**config.mk**
```make
export PLATFORM = sky130hd
export DESIGN_NAME = wb_soc_master_flat
export DESIGN_NICKNAME = d
export VERILOG_FILES = /design/src/rtl/wb_soc_master_if.sv /design/src/rtl/wb_soc_master.sv /design/src/flat_wrapper.sv
export SDC_FILE = /design/constraint.sdc
export NUM_CORES = 1
export LEC_CHECK = 0
export CELL_PAD_IN_SITES_DETAIL_PLACEMENT = 0
export CELL_PAD_IN_SITES_GLOBAL_PLACEMENT = 2
export CORE_MARGIN = 3
export CORE_UTILIZATION = 36
export CTS_BUF_LIST = sky130_fd_sc_hd__clkbuf_8 sky130_fd_sc_hd__clkbuf_16
export DETAILED_ROUTE_END_ITERATION = 6
export DONT_BUFFER_PORTS = 1
export GPL_ROUTABILITY_DRIVEN = 0
export PLACE_DENSITY = 0.86
export SLEW_MARGIN = 0
export SYNTH_ARGS = -nofsm -noshare
export SYNTH_HDL_FRONTEND = slang
export SYNTH_SLANG_ARGS = --single-unit
```
**constraint.sdc**
```tcl
create_clock -name p_clk -period 3.2 [get_ports p_clk]
set_input_delay 0.64 -clock p_clk [delete_from_list [all_inputs] [get_ports p_clk]]
set_output_delay 0.64 -clock p_clk [all_outputs]
set_load 0.05 [all_outputs]
```
**src/rtl/wb_soc_master_if.sv**
```systemverilog
// Bundle of the command/response port and the Wishbone classic bus of wb_soc_master.
// The master modport is the initiator's view; slave is the environment (command source plus bus target).
interface wb_soc_master_if;
  logic        cmd_valid;
  logic        cmd_ready;
  logic        cmd_we;
  logic [31:0] cmd_addr;
  logic [31:0] cmd_data;
  logic [3:0]  cmd_sel;
  logic        rsp_valid;
  logic [31:0] rsp_data;
  logic [1:0]  rsp_status;
  logic [31:0] p_wb_ADR_O;
  logic [31:0] p_wb_DAT_O;
  logic [31:0] p_wb_DAT_I;
  logic [3:0]  p_wb_SEL_O;
  logic        p_wb_WE_O;
  logic        p_wb_CYC_O;
  logic        p_wb_STB_O;
  logic        p_wb_LOCK_O;
  logic        p_wb_ACK_I;
  logic        p_wb_ERR_I;
  logic        p_wb_RTY_I;

  modport master (
    input  cmd_valid, cmd_we, cmd_addr, cmd_data, cmd_sel,
    output cmd_ready, rsp_valid, rsp_data, rsp_status,
    output p_wb_ADR_O, p_wb_DAT_O, p_wb_SEL_O, p_wb_WE_O, p_wb_CYC_O, p_wb_STB_O, p_wb_LOCK_O,
    input  p_wb_DAT_I, p_wb_ACK_I, p_wb_ERR_I, p_wb_RTY_I
  );

  modport slave (
    output cmd_valid, cmd_we, cmd_addr, cmd_data, cmd_sel,
    input  cmd_ready, rsp_valid, rsp_data, rsp_status,
    input  p_wb_ADR_O, p_wb_DAT_O, p_wb_SEL_O, p_wb_WE_O, p_wb_CYC_O, p_wb_STB_O, p_wb_LOCK_O,
    output p_wb_DAT_I, p_wb_ACK_I, p_wb_ERR_I, p_wb_RTY_I
  );
endinterface

```
**src/rtl/wb_soc_master.sv**
```systemverilog
// Single-outstanding Wishbone classic-cycle initiator: one command in, one bus cycle out,
// one response pulse back, with bounded RTY retries, ERR reporting and a per-attempt timeout.
module wb_soc_master #(
  parameter int TIMEOUT_CYCLES = 16,
  parameter int MAX_RETRY      = 3
) (
  input  logic                 p_clk,
  input  logic                 p_resetn,
  wb_soc_master_if.master      bus
);

  localparam int TW = (TIMEOUT_CYCLES > 1) ? $clog2(TIMEOUT_CYCLES + 1) : 1;
  localparam int RW = (MAX_RETRY > 0) ? $clog2(MAX_RETRY + 1) : 1;

  localparam logic [1:0] ST_IDLE = 2'd0;
  localparam logic [1:0] ST_BUS  = 2'd1;
  localparam logic [1:0] ST_GAP  = 2'd2;
  localparam logic [1:0] ST_RESP = 2'd3;

  localparam logic [1:0] STS_OK    = 2'b00;
  localparam logic [1:0] STS_ERR   = 2'b01;
  localparam logic [1:0] STS_TMO   = 2'b10;
  localparam logic [1:0] STS_RETRY = 2'b11;

  logic [1:0]    state_q, state_d;
  logic [31:0]   adr_q, adr_d;
  logic [31:0]   dat_q, dat_d;
  logic [3:0]    sel_q, sel_d;
  logic          we_q, we_d;
  logic          cyc_q, cyc_d;
  logic          rsp_valid_q, rsp_valid_d;
  logic [31:0]   rsp_data_q, rsp_data_d;
  logic [1:0]    rsp_status_q, rsp_status_d;
  logic [RW-1:0] retry_q, retry_d;
  logic [TW-1:0] tmo_q, tmo_d;
  logic          accept_s;

  assign bus.cmd_ready = (state_q == ST_IDLE) && p_resetn;
  assign accept_s      = bus.cmd_valid && bus.cmd_ready;

  // Next-state logic; response fields only change on entry to RESP so they hold afterwards.
  always_comb begin
    state_d      = state_q;
    adr_d        = adr_q;
    dat_d        = dat_q;
    sel_d        = sel_q;
    we_d         = we_q;
    cyc_d        = cyc_q;
    rsp_valid_d  = 1'b0;
    rsp_data_d   = rsp_data_q;
    rsp_status_d = rsp_status_q;
    retry_d      = retry_q;
    tmo_d        = tmo_q;
    case (state_q)
      ST_IDLE: begin
        if (accept_s) begin
          adr_d   = bus.cmd_addr;
          dat_d   = bus.cmd_data;
          sel_d   = bus.cmd_sel;
          we_d    = bus.cmd_we;
          retry_d = {RW{1'b0}};
          tmo_d   = {TW{1'b0}};
          cyc_d   = 1'b1;
          state_d = ST_BUS;
        end else begin
          cyc_d   = 1'b0;
        end
      end
      ST_BUS: begin
        if (bus.p_wb_ERR_I) begin
          cyc_d        = 1'b0;
          rsp_valid_d  = 1'b1;
          rsp_status_d = STS_ERR;
          rsp_data_d   = 32'h0000_0000;
          state_d      = ST_RESP;
        end else if (bus.p_wb_RTY_I) begin
          cyc_d = 1'b0;
          if (retry_q < RW'(MAX_RETRY)) begin
            retry_d = retry_q + RW'(1);
            state_d = ST_GAP;
          end else begin
            rsp_valid_d  = 1'b1;
            rsp_status_d = STS_RETRY;
            rsp_data_d   = 32'h0000_0000;
            state_d      = ST_RESP;
          end
        end else if (bus.p_wb_ACK_I) begin
          cyc_d        = 1'b0;
          rsp_valid_d  = 1'b1;
          rsp_status_d = STS_OK;
          rsp_data_d   = we_q ? 32'h0000_0000 : bus.p_wb_DAT_I;
          state_d      = ST_RESP;
        end else if (tmo_q == TW'(TIMEOUT_CYCLES - 1)) begin
          // The attempt's last allowed cycle just passed without any termination.
          tmo_d        = tmo_q + TW'(1);
          cyc_d        = 1'b0;
          rsp_valid_d  = 1'b1;
          rsp_status_d = STS_TMO;
          rsp_data_d   = 32'h0000_0000;
          state_d      = ST_RESP;
        end else begin
          tmo_d = tmo_q + TW'(1);
        end
      end
      ST_GAP: begin
        tmo_d   = {TW{1'b0}};
        cyc_d   = 1'b1;
        state_d = ST_BUS;
      end
      ST_RESP: begin
        state_d = ST_IDLE;
      end
      default: begin
        cyc_d   = 1'b0;
        state_d = ST_IDLE;
      end
    endcase
  end

  // State and output registers with synchronous active-low reset.
  always_ff @(posedge p_clk) begin
    if (!p_resetn) begin
      state_q      <= ST_IDLE;
      adr_q        <= 32'h0000_0000;
      dat_q        <= 32'h0000_0000;
      sel_q        <= 4'h0;
      we_q         <= 1'b0;
      cyc_q        <= 1'b0;
      rsp_valid_q  <= 1'b0;
      rsp_data_q   <= 32'h0000_0000;
      rsp_status_q <= 2'b00;
      retry_q      <= {RW{1'b0}};
      tmo_q        <= {TW{1'b0}};
    end else begin
      state_q      <= state_d;
      adr_q        <= adr_d;
      dat_q        <= dat_d;
      sel_q        <= sel_d;
      we_q         <= we_d;
      cyc_q        <= cyc_d;
      rsp_valid_q  <= rsp_valid_d;
      rsp_data_q   <= rsp_data_d;
      rsp_status_q <= rsp_status_d;
      retry_q      <= retry_d;
      tmo_q        <= tmo_d;
    end
  end

  assign bus.p_wb_ADR_O  = adr_q;
  assign bus.p_wb_DAT_O  = dat_q;
  assign bus.p_wb_SEL_O  = sel_q;
  assign bus.p_wb_WE_O   = we_q;
  assign bus.p_wb_CYC_O  = cyc_q;
  assign bus.p_wb_STB_O  = cyc_q;
  assign bus.p_wb_LOCK_O = 1'b0;
  assign bus.rsp_valid   = rsp_valid_q;
  assign bus.rsp_data    = rsp_data_q;
  assign bus.rsp_status  = rsp_status_q;

endmodule

```
**src/flat_wrapper.sv**
```systemverilog
// flat-port wrapper written by rule: the top's interface ports become plain ports
module wb_soc_master_flat 
#(
  parameter int TIMEOUT_CYCLES = 16,
  parameter int MAX_RETRY      = 3
)
  (p_clk, p_resetn, bus_cmd_valid, bus_cmd_we, bus_cmd_addr, bus_cmd_data, bus_cmd_sel, bus_cmd_ready, bus_rsp_valid, bus_rsp_data, bus_rsp_status, bus_p_wb_ADR_O, bus_p_wb_DAT_O, bus_p_wb_SEL_O, bus_p_wb_WE_O, bus_p_wb_CYC_O, bus_p_wb_STB_O, bus_p_wb_LOCK_O, bus_p_wb_DAT_I, bus_p_wb_ACK_I, bus_p_wb_ERR_I, bus_p_wb_RTY_I);
  wb_soc_master_if bus_i ();
  input  logic p_clk;
  input  logic p_resetn;
  input wire logic [$bits(bus_i.cmd_valid)-1:0] bus_cmd_valid;
  input wire logic [$bits(bus_i.cmd_we)-1:0] bus_cmd_we;
  input wire logic [$bits(bus_i.cmd_addr)-1:0] bus_cmd_addr;
  input wire logic [$bits(bus_i.cmd_data)-1:0] bus_cmd_data;
  input wire logic [$bits(bus_i.cmd_sel)-1:0] bus_cmd_sel;
  output wire logic [$bits(bus_i.cmd_ready)-1:0] bus_cmd_ready;
  output wire logic [$bits(bus_i.rsp_valid)-1:0] bus_rsp_valid;
  output wire logic [$bits(bus_i.rsp_data)-1:0] bus_rsp_data;
  output wire logic [$bits(bus_i.rsp_status)-1:0] bus_rsp_status;
  output wire logic [$bits(bus_i.p_wb_ADR_O)-1:0] bus_p_wb_ADR_O;
  output wire logic [$bits(bus_i.p_wb_DAT_O)-1:0] bus_p_wb_DAT_O;
  output wire logic [$bits(bus_i.p_wb_SEL_O)-1:0] bus_p_wb_SEL_O;
  output wire logic [$bits(bus_i.p_wb_WE_O)-1:0] bus_p_wb_WE_O;
  output wire logic [$bits(bus_i.p_wb_CYC_O)-1:0] bus_p_wb_CYC_O;
  output wire logic [$bits(bus_i.p_wb_STB_O)-1:0] bus_p_wb_STB_O;
  output wire logic [$bits(bus_i.p_wb_LOCK_O)-1:0] bus_p_wb_LOCK_O;
  input wire logic [$bits(bus_i.p_wb_DAT_I)-1:0] bus_p_wb_DAT_I;
  input wire logic [$bits(bus_i.p_wb_ACK_I)-1:0] bus_p_wb_ACK_I;
  input wire logic [$bits(bus_i.p_wb_ERR_I)-1:0] bus_p_wb_ERR_I;
  input wire logic [$bits(bus_i.p_wb_RTY_I)-1:0] bus_p_wb_RTY_I;
  assign bus_i.cmd_valid = bus_cmd_valid;
  assign bus_i.cmd_we = bus_cmd_we;
  assign bus_i.cmd_addr = bus_cmd_addr;
  assign bus_i.cmd_data = bus_cmd_data;
  assign bus_i.cmd_sel = bus_cmd_sel;
  assign bus_cmd_ready = bus_i.cmd_ready;
  assign bus_rsp_valid = bus_i.rsp_valid;
  assign bus_rsp_data = bus_i.rsp_data;
  assign bus_rsp_status = bus_i.rsp_status;
  assign bus_p_wb_ADR_O = bus_i.p_wb_ADR_O;
  assign bus_p_wb_DAT_O = bus_i.p_wb_DAT_O;
  assign bus_p_wb_SEL_O = bus_i.p_wb_SEL_O;
  assign bus_p_wb_WE_O = bus_i.p_wb_WE_O;
  assign bus_p_wb_CYC_O = bus_i.p_wb_CYC_O;
  assign bus_p_wb_STB_O = bus_i.p_wb_STB_O;
  assign bus_p_wb_LOCK_O = bus_i.p_wb_LOCK_O;
  assign bus_i.p_wb_DAT_I = bus_p_wb_DAT_I;
  assign bus_i.p_wb_ACK_I = bus_p_wb_ACK_I;
  assign bus_i.p_wb_ERR_I = bus_p_wb_ERR_I;
  assign bus_i.p_wb_RTY_I = bus_p_wb_RTY_I;
  wb_soc_master #(.TIMEOUT_CYCLES(TIMEOUT_CYCLES), .MAX_RETRY(MAX_RETRY)) u_core (.p_clk(p_clk), .p_resetn(p_resetn), .bus(bus_i));
endmodule
```
### Word level (Yosys, flattened, before mapping)

Index checks and enable logic that the tools add are counted.

| storage, ports and cells | value |
|---|---|
| bits in registers | 114 |
| bits of input ports | 107 |
| logic and storage cells | 78 |

| cells by class | value |
|---|---|
| add/subtract/negate cells | 2 |
| $lt $le $gt $ge | 1 |
| eq/ne operators | 12 |
| mux-type cells | 39 |
| reduce and logical (&&, ||, !) cells | 13 |

Operator list:

| operator | number |
|---|---|
| $mux 32 | 6 |
| $mux 2 | 14 |
| $mux 5 | 4 |
| $pmux 5 s3 | 1 |
| $mux 1 | 11 |
| $reduce_and 5->1 | 2 |
| $ne 2x2->1 const B | 4 |
| $pmux 2 s4 | 1 |
| $reduce_and 2->1 | 4 |
| $add 5x1->5 const B | 1 |
| $eq 5x4->1 const B | 1 |
| $ne 5x4->1 const B | 1 |
| $eq 2x2->1 const B | 2 |
| $ne 2x1->1 const B | 2 |
| $pmux 2 s2 | 1 |
| $reduce_bool 4->1 | 1 |
| $ne 3x3->1 const B | 1 |
| $pmux 1 s3 | 1 |
| $reduce_and 3->1 | 1 |
| $reduce_bool 3->1 | 1 |
| $add 2x1->2 const B | 1 |
| $eq 2x1->1 const B | 1 |
| $logic_and 1x1->1 | 2 |
| $logic_not 2->1 | 1 |
| 2 further kinds | 2 |

### Longest topological paths before layout

| depth | value |
|---|---|
| depth after elaboration | 6 |
| depth in mapped cells | 8 |
| gate-level depth less buffers | 7 |

### Worst setup path before layout

Ideal clock, no wire load.

| timing | value |
|---|---|
| path type | input to output |
| start point | in p_resetn |
| end point | out bus_cmd_ready |
| data arrival time | 1.543 ns |
| required time | 2.560 ns |
| path slack | 1.017 ns |
| stages | 3 |
| path buffers | 2 |
| cell sequence | buf_2 -> clkbuf_1 -> and2_1 |

| on the way | value |
|---|---|
| longest elaborated chain between the ends | 1 |

RTL lines:

| what | RTL line | RTL |
|---|---|---|
| from (decl) | flat_wrapper.sv:10 | `input logic p_resetn;` |
| $logic_and 1x1->1 | wb_soc_master.sv:38 | `assign bus.cmd_ready = (state_q == ST_IDLE) && p_resetn;` |
| to (decl) | flat_wrapper.sv:16 | `output wire logic [$bits(bus_i.cmd_ready)-1:0] bus_cmd_ready;` |

Every way passes these cells.

### Worst setup path in the final report

| timing | value |
|---|---|
| start point | reg u_core.state_q[1] |
| end point | out bus_cmd_ready |

| on the way | value |
|---|---|
| longest elaborated chain between the ends | 2 |

RTL lines:

| what | RTL line | RTL |
|---|---|---|
| from (decl) | wb_soc_master.sv:25 | `logic [1:0] state_q, state_d;` |
| from (signal assigned) | wb_soc_master.sv:135 | `state_q <= state_d;` |
| $logic_not 2->1 | wb_soc_master.sv:38 |  |
| $logic_and 1x1->1 | wb_soc_master.sv:38 |  |

Every way passes these cells.

==> reports/metrics.yaml <==
run_status:
  outcome: "completed"
grt:
  grt_pass1_vias: 3150
  antenna_found_initial: 0
  grt_overflow: 0
  grt_pass1_wl_mm: 15.7
  grtUsageTotal_pct: 15.3
  grt_max_degree: 89
placed_design:
  dpl.hpwl_mm: 7.19
  portBuffers: 0
detailed_routing:
  wl_met2_mm: 4.77
  drt_first_pass_iters: 4
  via_count: 3265
  drtAntennaViolNets: 0
  drcViolationCount: 0
  avgViaCountPerCell: 5.30
  m1WireLength_mm: 4.10
  wl_per_cell_um: 16.9
  met3_length_mm: 1.39
  wl_mm: 10.4
  drt_iter0_drc: 193
  top_layer: "met4"
logic_synthesis:
  async_flop_share_pct: 0
  synth_top_family_by_area: "simple AND/OR/NAND/NOR gates"
  syn_avg_cell_area_um2: 8.85
  ys_types: 41
  synthFlopType: "dfxtp_1"
  synthAdderAreaFrac_pct: 2.37
  yosys.area_share.simple_pct: 26.6
  synthCells: 478
  synth_compound_area_share_pct: 11.6
  syn_area_mm2: 0.00423
  ys_seq_area_share_pct: 53.9
  synth_edf_count: 0
  muxShareOfSynthArea_pct: 0
  ys_seq_elements: 114
  synth_warnings: 0
  synth-xor-area-share_pct: 0
  syn_nets: 593
final_layout:
  layout_common_cells: "nand2_1 (153), dfxtp_1 (114), nand3_1 (73), a22o_1 (32), clkbuf_16 (17)"
  nFillCells: 1089
  final_nets: 579
  drive_above_1_share_pct: 9.03
  area_growth_pct: 15.0
  final_common_cell: "nand2_1"
  diodes: 0
floorplanning:
  io_pins: 215
  core_area_mm2: 0.0112
  die_h_um: 114
  fp.dieArea_mm2: 0.0131
  start_util_pct: 37.9
  die_w_um: 114
  row_count: 38
timing:
  fin_worst_skew_ps: 8.35
  min_period_over_period_pct: 72.5
  fmax_mhz: 431
  setup_violations: 0
  finalCriticalPeriod_ps: 2320
  drv_slew: 0
  rsz0062_at_grt: "false"
  worst_slew_pin_slew_ps: 982
  tns_ps: 0
  hold_viol_final: 0
  slew_headroom_pct: 34.5
cts:
  cts_tree: "yes"
  clock-root-buffer: "clkbuf_16"
  hold_buffers: 0
  htree_levels: 4
  cts_setup_buffers: 0
  clk_pin_slew_ps: 50
  clock-sinks: 114
  cts_buffers: 17
  clk_latency_ps: 400
  cts.path.max_buffers: 2
  cts_resized: 0
hold_path:
  hold_start: "bus_cmd_data[25]"
  min_path_cells: 2
  hold_class: "input pin to flop"
  holdPathEnd: "u_core.bus.p_wb_DAT_O[25]"
worst_setup_path:
  crit_path_start_kind: "flop"
  crit_arrival_ps: 1680
  critical_path_peak_fanout: 8
  worst_ep_required_time_ps: 2560
  reg2regPathDepth: 7
  worstSetupPathType: "flop to primary output"
  r2r_slack_ps: 960
  r2r_end: "u_core.bus.rsp_data[20]"
  r2r_start: "u_core.tmo_q[0]"
  cp-end-kind: "primary output"
power:
  pwr-share-clk_pct: 42.0
  power_density_mw_per_mm2: 940
  finalPower_uw: 4570
  power_frac_comb_pct: 9.3
  switching_share_pct: 33.9
  p_seq_share_pct: 48.7
  p_switching_uw: 1550
  internal_power_uw: 3020
  leakage_uw: 0.00217
  ir_drop_uv: 579
flow_run:
  maxCapViolations: 0
## synthesized netlist by cell type, types with 2 or more instances
| master | number | area, um2 |
|---|---|---|
| a21oi_1 | 8 | 40.0 |
| a22o_1 | 32 | 280 |
| a31oi_1 | 2 | 12.5 |
| and3_1 | 2 | 12.5 |
| buf_1 | 5 | 18.8 |
| buf_2 | 11 | 55.1 |
| buf_4 | 4 | 30.0 |
| buf_6 | 5 | 56.3 |
| clkbuf_1 | 12 | 45.0 |
| dfxtp_1 | 114 | 2280 |
| ha_1 | 8 | 100 |
| inv_1 | 6 | 22.5 |
| nand2_1 | 153 | 574 |
| nand2b_1 | 2 | 12.5 |
| nand3_1 | 73 | 365 |
| nor2_1 | 7 | 26.3 |
| nor3_2 | 4 | 40.0 |
| o21a_1 | 2 | 15.0 |
| o21ai_1 | 2 | 10.0 |
| o21bai_1 | 2 | 15.0 |
| o22ai_1 | 3 | 18.8 |
| o31ai_1 | 2 | 15.0 |
## logic make-up after synthesis
| logic type | after synthesis |
|---|---|
| other | 1 |
| and+or+nand+nor | 251 |
| adders and majority gates | 8 |
| AOI/OAI and AO/OA | 61 |
| DFF | 114 |
| buffers and inverters | 43 |
## metrics by stage
stage               setup WS, ps  std cells  hold WS, ps  util, %  area (um2)
detailed placement           967        585          471     38.0        4250
CTS                          849        616          309     43.5        4860
global route                 787        616          314     43.5        4860
finish                       880        616          335     43.5        4860
floorplan                   1020        478          450        -        4230
global placement            1070        585          465     38.0        4250
## metal layers
metal	up-vias	GRT usage, %
met5	-	0
met4	0	6.81
met3	14	8.83
met2	180	23.4
met1	1484	17.4
li1	1587	-
## flip-flops by register name, summed over array words and instances (netlist names)
| register | cells |
|---|---|
| u_core.bus.p_wb_ADR_O | 32 |
| u_core.bus.p_wb_DAT_O | 32 |
| u_core.tmo_q | 5 |
| u_core.bus.rsp_status | 2 |
| u_core.bus.p_wb_SEL_O | 4 |
| u_core.bus.p_wb_WE_O | 1 |
| u_core.state_q | 2 |
| u_core.bus.rsp_valid | 1 |
| u_core.retry_q | 2 |
| u_core.bus.rsp_data | 32 |
| u_core.bus.p_wb_CYC_O | 1 |
## power by group through the flow
stage	clock network (uW)	registers, uW	logic, uW
2_1_floorplan	0	2200	405
3_3_place_gp	0	2260	415
3_5_place_dp	0	2260	434
4_1_cts	1970	2230	433
5_1_grt	2040	2250	489
6_report	1920	2230	425
## worst max path at each step
stage	startpoint	end	cells after the start
after floorplan	p_resetn	bus_cmd_ready	3
after global placement	u_core.tmo_q[0]	u_core.bus.rsp_data[14]	7
after detailed placement	u_core.tmo_q[0]	u_core.bus.rsp_data[10]	7
after CTS	u_core.state_q[1]	bus_cmd_ready	3
after global routing	u_core.state_q[1]	bus_cmd_ready	3
final	u_core.state_q[1]	bus_cmd_ready	3
## cell type report
class / instances / area [um2] / area share, %
Clock buffer: 21 / 480 / 9.88
Inverter: 6 / 22.5 / 0.463
Sequential cell: 114 / 2280 / 46.9
Tap cell: 140 / 175 / 3.60
Clock inverter: 10 / 134 / 2.75
Timing Repair Buffer: 4 / 42.5 / 0.874
Multi-Input combinational cell: 321 / 1730 / 35.5
## critical path, stage by stage, from the launching register on
cell	delay, ps
dfxtp_1	320
inv_1	120
ha_1	350
and2_1	490
Note: power is estimated with default switching activity, not from simulation.
